<file path="config.mk">
export PLATFORM = sky130hd
export DESIGN_NAME = mem_bus_arbiter
export DESIGN_NICKNAME = d
export VERILOG_FILES = /design/src/rtl/mem_bus_arbiter.sv
export SDC_FILE = /design/constraint.sdc
export NUM_CORES = 1
export LEC_CHECK = 0
export ABC_AREA = 1
export CAP_MARGIN = 20
export CORE_MARGIN = 4
export CORE_UTILIZATION = 36
export DETAILED_ROUTE_END_ITERATION = 6
export PLACE_DENSITY = 0.89
export SYNTH_ARGS = -nofsm -noshare
export SYNTH_HDL_FRONTEND = slang
export SYNTH_SLANG_ARGS = --single-unit
</file>
<file path="constraint.sdc">
create_clock -name clk -period 1.4 [get_ports clk]
set_input_delay 0.28 -clock clk [delete_from_list [all_inputs] [get_ports clk]]
set_output_delay 0.28 -clock clk [all_outputs]
set_load 0.005 [all_outputs]
</file>
<file path="src/rtl/mem_bus_arbiter.sv">
// mem_bus_arbiter: serialises fetch, load/store and loader/debug accesses onto
// one shared instruction/data memory using a req/ack handshake. The memory may
// take a variable number of cycles; a stalled access is closed with an error
// response. A starvation counter lets the loader win eventually.
//
// state   | meaning
// --------+------------------------------------------------------------
// IDLE    | no owner, arbitrate on the next edge with any request high
// BUSY    | mem_en high, waiting for mem_ready or the timeout
// RESP    | one-cycle ack to the owner, rdata/err valid
module mem_bus_arbiter #(
    parameter int ADDR_WIDTH   = 12,
    parameter int DATA_WIDTH   = 32,
    parameter int TIMEOUT      = 15,
    parameter int STARVE_LIMIT = 4
) (
    input  logic                  clk,
    input  logic                  reset,
    input  logic                  if_req,
    input  logic [ADDR_WIDTH-1:0] if_addr,
    input  logic                  ls_req,
    input  logic                  ls_we,
    input  logic [ADDR_WIDTH-1:0] ls_addr,
    input  logic [DATA_WIDTH-1:0] ls_wdata,
    input  logic                  ext_req,
    input  logic                  ext_we,
    input  logic [ADDR_WIDTH-1:0] ext_addr,
    input  logic [DATA_WIDTH-1:0] ext_wdata,
    output logic                  if_ack,
    output logic                  ls_ack,
    output logic                  ext_ack,
    output logic [DATA_WIDTH-1:0] rdata,
    output logic                  err,
    output logic                  busy,
    output logic [1:0]            grant_id,
    output logic                  mem_en,
    output logic                  mem_we,
    output logic [ADDR_WIDTH-1:0] mem_addr,
    output logic [DATA_WIDTH-1:0] mem_wdata,
    input  logic [DATA_WIDTH-1:0] mem_rdata,
    input  logic                  mem_ready
);

    localparam int TW = $clog2(TIMEOUT + 1);
    localparam int SW = $clog2(STARVE_LIMIT + 1);

    localparam logic [1:0] GID_IF   = 2'd0;
    localparam logic [1:0] GID_LS   = 2'd1;
    localparam logic [1:0] GID_EXT  = 2'd2;
    localparam logic [1:0] GID_NONE = 2'd3;

    typedef enum logic [1:0] {
        ST_IDLE = 2'd0,
        ST_BUSY = 2'd1,
        ST_RESP = 2'd2
    } state_t;

    state_t          state;
    logic [TW-1:0]   tmo_cnt;
    logic [SW-1:0]   starve_cnt;
    logic [1:0]      win_id;
    logic            any_req;
    logic            tmo_hit;
    logic            starved;

    // Winner of the next arbitration: a starved loader first, then ls > if > ext
    always_comb begin
        any_req = if_req | ls_req | ext_req;
        starved = ext_req && (starve_cnt == SW'(STARVE_LIMIT));
        tmo_hit = (tmo_cnt == TW'(TIMEOUT - 1));
        if (starved)
            win_id = GID_EXT;
        else if (ls_req)
            win_id = GID_LS;
        else if (if_req)
            win_id = GID_IF;
        else if (ext_req)
            win_id = GID_EXT;
        else
            win_id = GID_NONE;
    end

    // Arbitration FSM with registered memory strobes and requester responses
    always_ff @(posedge clk or negedge reset) begin
        if (!reset) begin
            state      <= ST_IDLE;
            tmo_cnt    <= '0;
            starve_cnt <= '0;
            if_ack     <= 1'b0;
            ls_ack     <= 1'b0;
            ext_ack    <= 1'b0;
            rdata      <= '0;
            err        <= 1'b0;
            busy       <= 1'b0;
            grant_id   <= GID_NONE;
            mem_en     <= 1'b0;
            mem_we     <= 1'b0;
            mem_addr   <= '0;
            mem_wdata  <= '0;
        end else begin
            case (state)
                ST_IDLE: begin
                    if (any_req) begin
                        state    <= ST_BUSY;
                        busy     <= 1'b1;
                        mem_en   <= 1'b1;
                        grant_id <= win_id;
                        tmo_cnt  <= '0;
                        case (win_id)
                            GID_LS: begin
                                mem_we    <= ls_we;
                                mem_addr  <= ls_addr;
                                mem_wdata <= ls_wdata;
                            end
                            GID_IF: begin
                                mem_we    <= 1'b0;
                                mem_addr  <= if_addr;
                                mem_wdata <= '0;
                            end
                            default: begin
                                mem_we    <= ext_we;
                                mem_addr  <= ext_addr;
                                mem_wdata <= ext_wdata;
                            end
                        endcase
                        // Loader losses are only counted while it is asking
                        if (win_id == GID_EXT)
                            starve_cnt <= '0;
                        else if (ext_req && !starved)
                            starve_cnt <= starve_cnt + SW'(1);
                    end
                end
                ST_BUSY: begin
                    // mem_ready takes precedence over a simultaneous timeout
                    if (mem_ready || tmo_hit) begin
                        state   <= ST_RESP;
                        mem_en  <= 1'b0;
                        mem_we  <= 1'b0;
                        if_ack  <= (grant_id == GID_IF);
                        ls_ack  <= (grant_id == GID_LS);
                        ext_ack <= (grant_id == GID_EXT);
                        err     <= !mem_ready;
                        rdata   <= (mem_ready && !mem_we) ? mem_rdata : '0;
                    end else begin
                        tmo_cnt <= tmo_cnt + TW'(1);
                    end
                end
                ST_RESP: begin
                    state    <= ST_IDLE;
                    if_ack   <= 1'b0;
                    ls_ack   <= 1'b0;
                    ext_ack  <= 1'b0;
                    err      <= 1'b0;
                    busy     <= 1'b0;
                    grant_id <= GID_NONE;
                end
                default: begin
                    state <= ST_IDLE;
                end
            endcase
        end
    end

endmodule

</file>
==> results of run 1 <==
==> power by group through the flow <==
stage,sequential (mW),combinational [mW],clock [mW]
finish,4.66,6.88,2.36
global route,4.80,7.51,2.55
CTS,4.61,5.55,2.41
detailed placement,4.69,6.12,0
global placement,4.64,5.96,0
floorplan,4.72,2.27,0
==> sequential cells by signal, summed over array words and instances (netlist names) <==
| signal | count |
|---|---|
| mem_wdata | 32 |
| rdata | 32 |
| mem_addr | 12 |
| tmo_cnt | 4 |
| starve_cnt | 3 |
| grant_id | 2 |
| state | 2 |
| busy | 1 |
| err | 1 |
| ext_ack | 1 |
| if_ack | 1 |
| ls_ack | 1 |
| mem_en | 1 |
| mem_we | 1 |
==> timing repair <==
item                                    CTS  global route
endpoints found under the setup margin  144            94
setup buffers                             7             9
gates resized for setup                  99           141
pin swaps                                 1            18
hold buffers                              1             0
gates cloned                              0            16
hold endpoints to repair                 12             0
==> stage by stage <==
step,area (µm²),power (mW),TNS (ps),worst slack (ps)
2_1_floorplan,4320,6.99,0,51.9
3_3_place_gp,6900,10.6,-17620,-298
3_5_place_dp,6900,10.8,-22180,-337
4_1_cts,7180,12.6,-485,-39.6
5_1_grt,7980,14.9,-6410,-166
6_report,7980,13.9,-2450,-90.3
==> cells in the final DEF, fill, tap and decap left out, types with 4 or more instances in the layout <==
master           count
o21ai_0             11
nand2_1            175
buf_12              10
nand2_2             30
inv_1               23
clkbuf_16           17
nand3_2             34
buf_4               34
dlygate4sd2_1       84
nand3_1             32
o21ai_1             28
inv_2                7
dfrtp_1             91
clkdlybuf4s50_1    137
nand2_4             13
buf_6                8
nand4_1              4
nor2_2               7
nor2_1              34
==> routing by layer <==
metal / up-vias / GRT usage / wire, µm
met4: 0 / 0.0593 / 460
li1: 2254 / - / -
met2: 199 / 0.342 / 8350
met1: 2176 / 0.238 / 6190
met5: - / 0 / 0
met3: 36 / 0.0485 / 1060
==> worst min path at each step <==
stage	to	slack [ps]	cells past startpoint
floorplan	busy	-20	0
global placement	mem_wdata[25]	160	1
detailed placement	mem_wdata[25]	160	1
CTS	mem_wdata[24]	360	2
global route	mem_wdata[24]	370	2
finish	mem_wdata[24]	360	2
==> kinds of logic (layout without fill, tap and decap cells) <==
kind of cell,Yosys count,after routing,synth area share
xor+xnor,2,2,0.00405
fa+ha+maj,4,4,0.0116
compound gates,43,43,0.0510
simple gates,335,337,0.325
buf+inv,57,331,0.0637
flops,94,94,0.545
==> area by class of cell <==
type                            instances  area (µm²)
Sequential cell                        94        2360
Inverter                               31         119
Timing Repair Buffer                  284        2870
Multi-Input combinational cell        386        2160
Clock buffer                           14         274
Fill cell                             882        3590
Clock inverter                          2        13.8
Tap cell                              143         179
==> qor.yml, run 1 <==
outcome:
  outcome: "finished with violations"
  violations: "setup timing"
yosys:
  synth.most_common_cell: "nand2_1"
  yosysWarnings: 0
  synth-main-ff-cell: "dfrtp_1"
  netlist.area_leader.share: 0.533
  netlist_top_cells_area: "dfrtp_1 (53%), nand2_1 (19%), nand3_1 (7.8%)"
  yosys-top-cells-count: "nand2_1 (216), dfrtp_1 (92), nand3_1 (67), nor2_1 (40), o21ai_0 (37)"
  yosysTopAreaCell: "dfrtp_1"
  syn_area_um2: 4320
  yosysUniqueCellTypes: 25
  ys_seq_area_frac: 0.545
  synth_nets: 679
  syn_area_per_cell_um2: 8.08
  synthCells: 535
  synth_seq_cells: 94
  synth_enable_flop_cells: 0
  synthArstFlopShare: 1.00
layout:
  diodes: 0
  area_delta_synth_final_pct: 84.5
  drive_above_1_share: 0.227
  fin_util: 0.690
  stdcell_count: 954
  layout.nets: 950
floorplan:
  die_w_um: 118
  dieArea_um2: 13800
  ioPinCount: 225
  row_count: 39
  die_h_um: 118
  coreArea_um2: 11600
  initial_core_util: 0.374
setup_path:
  slowest_delay_ps: 390
  path_class: "reg -> reg"
  cp-start-kind: "register"
  crit_chain: "inv_2 > ha_4 > nand3_4 > nand2_4 > inv_4 > nor2_8 > clkbuf_16 > nand2_2 > nand3_2"
  critPathBufInv: 3
  critPathTopFamily: "simple AND/OR/NAND/NOR gates"
  r2r-end: "mem_wdata[21]"
  slowest_stage: "dfrtp_1"
  cp_num_cells: 9
  crit_required_ps: 1670
  crit_path_start: "starve_cnt[1]"
  reg2regPathDepth: 9
  setup.worst_path.end_class: "register"
  reg2reg_slack_ps: -90
  crit_path_end: "mem_wdata[21]"
  reg2reg_from: "starve_cnt[1]"
  arrival_ps: 1760
  cp_max_fo: 6
pwr:
  leakage_nw: 4.04
  powerDensity_nw_per_um2: 1740
  pwr-share-comb: 0.495
  p_sw_mw: 5.05
  p_int_mw: 8.85
  power_frac_seq: 0.335
  pwr-share-clk: 0.170
  p_sw_frac: 0.363
  vdd_drop_max_uv: 885
routing:
  drtIter0Drc: 366
  vias: 4665
  antenna_left: 0
  drtPass1Iterations: 4
  wl_mm: 16.1
  drc: 0
  avgRoutedWirePerCell_um: 16.8
  vias_per_cell: 4.89
sta:
  post-route-period-util: 1.06
  skew_ps: 10.6
  worst_pin_slew_ps: 330
  fmax_ghz: 0.671
  min_period_ps: 1490
  finalMaxSlewViolations: 0
  rsz0062_at_grt: "yes"
  slew_headroom: 0.779
  fin_ws_ps: -90.3
  setup_viol: 46
  hold_ws_ps: 360
  finalHoldViolCount: 0
clock_tree:
  root_buffer: "clkbuf_16"
  cts_sinks: 94
  clk_latency_ps: 330
  htree_num_levels: 3
  cts_tree: "built"
  cts_buffers: 9
  path_clk_slew_ps: 70
  ctsLongestPathBuffers: 2
placed_design:
  place.gp.congestion: 0.817
  place_hpwl_mm: 10.3
  place_inst: 906
  io_buffers: 224
global_route:
  grt_remaining_overflow: 0
  grt_start_max_net_pins: 48
  antenna_found_initial: 0
  grtUsageTotal: 0.195
  grt_pass1_wl_mm: 22.2
  grt_pass1_vias: 4447
run:
  drv_cap: 0
hold_path:
  hold_class: "in -> async"
Power figures use the tool's default switching activity.
==> run 2: changes to the inputs <==
--- a/config.mk
+++ b/config.mk
@@ -5,12 +5,12 @@
 export SDC_FILE = /design/constraint.sdc
 export NUM_CORES = 1
 export LEC_CHECK = 0
-export ABC_AREA = 1
 export CAP_MARGIN = 20
 export CORE_MARGIN = 4
 export CORE_UTILIZATION = 36
 export DETAILED_ROUTE_END_ITERATION = 6
-export PLACE_DENSITY = 0.89
+export PLACE_DENSITY = 0.78
+export REMOVE_ABC_BUFFERS = 1
 export SYNTH_ARGS = -nofsm -noshare
 export SYNTH_HDL_FRONTEND = slang
 export SYNTH_SLANG_ARGS = --single-unit
==> run 2 against run 1 <==
The run still ends with setup timing left. Total power rose by 11%. Final cell count fell by 3.7%. Highest routed layer unchanged. Maximum frequency fell by 6.0%. Sequential share of layout area fell by 1.9 points. First-iteration DRC count fell by 1.1%. Register-to-register slack got worse by 96 ps. Largest cell class unchanged.
==> qor.yml, run 2 <==
outcome:
  outcome: "finished with violations"
  violations: "setup timing"
layout:
  reg_top3: "mem_wdata: 32 flops, rdata: 32 flops, mem_addr: 12 flops"
  layout.nets: 890
  fin_util: 0.707
  diodes: 0
  layout_common_cells: "clkdlybuf4s50_1 (136), dfrtp_1 (92), dlygate4sd2_1 (84)"
  drive_above_1_share: 0.265
  area_delta_synth_final_pct: 92.2
  fillers: 846
  final_common_cell: "clkdlybuf4s50_1"
global_route:
  grt_start_max_net_pins: 42
  antenna_found_initial: 0
  grt_pass1_vias: 4919
  grt_pass1_wl_mm: 25.6
  grtUsageTotal: 0.227
  grt_remaining_overflow: 0
clock_tree:
  clk_latency_ps: 330
  root_buffer: "clkbuf_16"
  cts_tree: "built"
  ctsLongestPathBuffers: 2
  path_clk_slew_ps: 60
  cts_buffers: 9
  cts_sinks: 94
  htree_num_levels: 3
yosys:
  synth_enable_flop_cells: 0
  synth.most_common_cell: "dfrtp_1"
  synthCells: 460
  synth-main-ff-cell: "dfrtp_1"
  yosysWarnings: 0
  yosys-top-cells-count: "dfrtp_1 (92), nand2_1 (84), nor2_1 (78), nand3_1 (42), a221oi_2 (20)"
  yosysUniqueCellTypes: 39
  syn_area_per_cell_um2: 9.65
  synth_seq_cells: 94
  synthArstFlopShare: 1.00
  netlist_top_cells_area: "dfrtp_1 (52%), nand2_1 (7.1%), a221oi_2 (6.8%)"
  syn_area_um2: 4440
  netlist.area_leader.share: 0.519
  ys_seq_area_frac: 0.531
  yosysTopAreaCell: "dfrtp_1"
setup_path:
  cp_num_cells: 7
  path_class: "reg -> reg"
  slowest_stage: "dfrtp_1"
  slowest_delay_ps: 390
  cp-start-kind: "register"
  critPathTopFamily: "simple AND/OR/NAND/NOR gates"
  arrival_ps: 1800
  crit_required_ps: 1610
  reg2regPathDepth: 7
  reg2reg_from: "starve_cnt[0]"
  reg2reg_slack_ps: -190
  r2r-end: "mem_wdata[26]"
  setup.worst_path.end_class: "register"
  critPathBufInv: 2
  crit_chain: "inv_2 > ha_4 > nand3_4 > and2_4 > buf_12 > a221oi_2 > nor2_1"
  cp_max_fo: 7
floorplan:
  row_count: 40
  initial_core_util: 0.368
  ioPinCount: 225
  die_w_um: 119
  die_h_um: 119
  coreArea_um2: 12100
  dieArea_um2: 14200
routing:
  drtPass1Iterations: 5
  wl_mm: 17.8
  vias_per_cell: 5.21
  antenna_left: 0
  vias: 4785
  drtIter0Drc: 362
  drc: 0
  avgRoutedWirePerCell_um: 19.4
pwr:
  power_mw: 15.4
  vdd_drop_max_uv: 939
  powerDensity_nw_per_um2: 1810
  leakage_nw: 3.88
sta:
  worst_pin_slew_ps: 496
  finalMaxSlewViolations: 0
  fin_ws_ps: -186
  skew_ps: 8.64
  rsz0062_at_grt: "yes"
  setup_viol: 85
  finalHoldViolCount: 0
  post-route-period-util: 1.13
  fmax_ghz: 0.630
  min_period_ps: 1590
  slew_headroom: 0.668
placed_design:
  io_buffers: 224
  place_hpwl_mm: 10.6
  place.gp.congestion: 0.802
run:
  drv_cap: 0
hold_path:
  hold_class: "in -> async"
-- run 2: changes by cell type in the layout (fill, tap and decap cells not counted), sizes merged, moves of 10 or more --
cell and delta:
a221oi +32, buf +29, inv -20, nand2 -136, nand3 -25, nand3b +10
nor2 +33, o21ai -20
-- run 2: worst max-delay path by stage --
stage / end / start / slack (ps)
2_1_floorplan: mem_addr[10] / starve_cnt[0] / -1440
3_3_place_gp: mem_addr[6] / ext_req / -390
3_5_place_dp: mem_addr[10] / ext_req / -460
4_1_cts: mem_wdata[28] / starve_cnt[1] / -190
5_1_grt: mem_wdata[1] / starve_cnt[0] / -260
6_report: mem_wdata[26] / starve_cnt[0] / -190
-- run 2: area by class of cell --
cell class / count / area [µm²] / area share
clock buffers: 11 / 233 / 0.0273
clock inverters: 5 / 27.5 / 0.00323
inverters: 13 / 61.3 / 0.00719
multi-input cells: 317 / 2310 / 0.270
flip-flops and latches: 94 / 2350 / 0.276
well taps: 168 / 210 / 0.0247
repair buffers: 311 / 3330 / 0.391
-- run 2: metrics by stage --
step / hold WS [ps] / cell area, µm² / std cells / TNS [ps] / setup WS (ps)
6_report: 422 / 8530 / 919 / -10880 / -186
3_5_place_dp: 214 / 7160 / 862 / -30610 / -462
4_1_cts: 401 / 8060 / 904 / -9520 / -194
3_3_place_gp: 207 / 7160 / 862 / -27080 / -395
2_1_floorplan: -15.6 / 4230 / 424 / -99540 / -1440
5_1_grt: 428 / 8530 / 919 / -16510 / -263
-- run 2: routing by layer --
metal | routed length [µm] | part of all wire | track usage | vias to the layer above
met5 | 0 | 0 | 0 | -
met4 | 429 | 0.024 | 0.0760 | 0
met3 | 1180 | 0.066 | 0.0603 | 33
met2 | 9280 | 0.52 | 0.397 | 236
met1 | 6910 | 0.39 | 0.269 | 2335
li1 | - | - | - | 2181
-- run 2: timing repair --
item | in CTS | in global routing
hold endpoints to repair | 21 | 0
cloned | 11 | 6
resized for setup | 165 | 52
pin swaps | 15 | 48
hold buffers | 1 | 0
setup buffers | 14 | 12
setup endpoints to repair | 172 | 91
-- run 2: where the power goes --
part	internal (mW)	switching, mW
logic	4.53	3.90
registers	4.05	0.742
clock network	1.19	1.00
-- run 2: cell families after synthesis --
group                    Yosys count  share of synthesized area
adder cells (fa/ha/maj)            4                     0.0113
buffers and inverters             49                     0.0584
flip-flops                        94                      0.531
AND/OR/NAND/NOR                  225                      0.221
AO/OA/AOI/OAI                     86                      0.174
multiplexers                       2                    0.00479
==> run 3: changes to the inputs <==
--- a/config.mk
+++ b/config.mk
@@ -5,7 +5,7 @@
 export SDC_FILE = /design/constraint.sdc
 export NUM_CORES = 1
 export LEC_CHECK = 0
-export CAP_MARGIN = 20
+export CAP_MARGIN = 10
 export CORE_MARGIN = 4
 export CORE_UTILIZATION = 36
 export DETAILED_ROUTE_END_ITERATION = 6
==> results of run 3 <==
No change in the layout: final DEF, timing and power equal those of run 2.
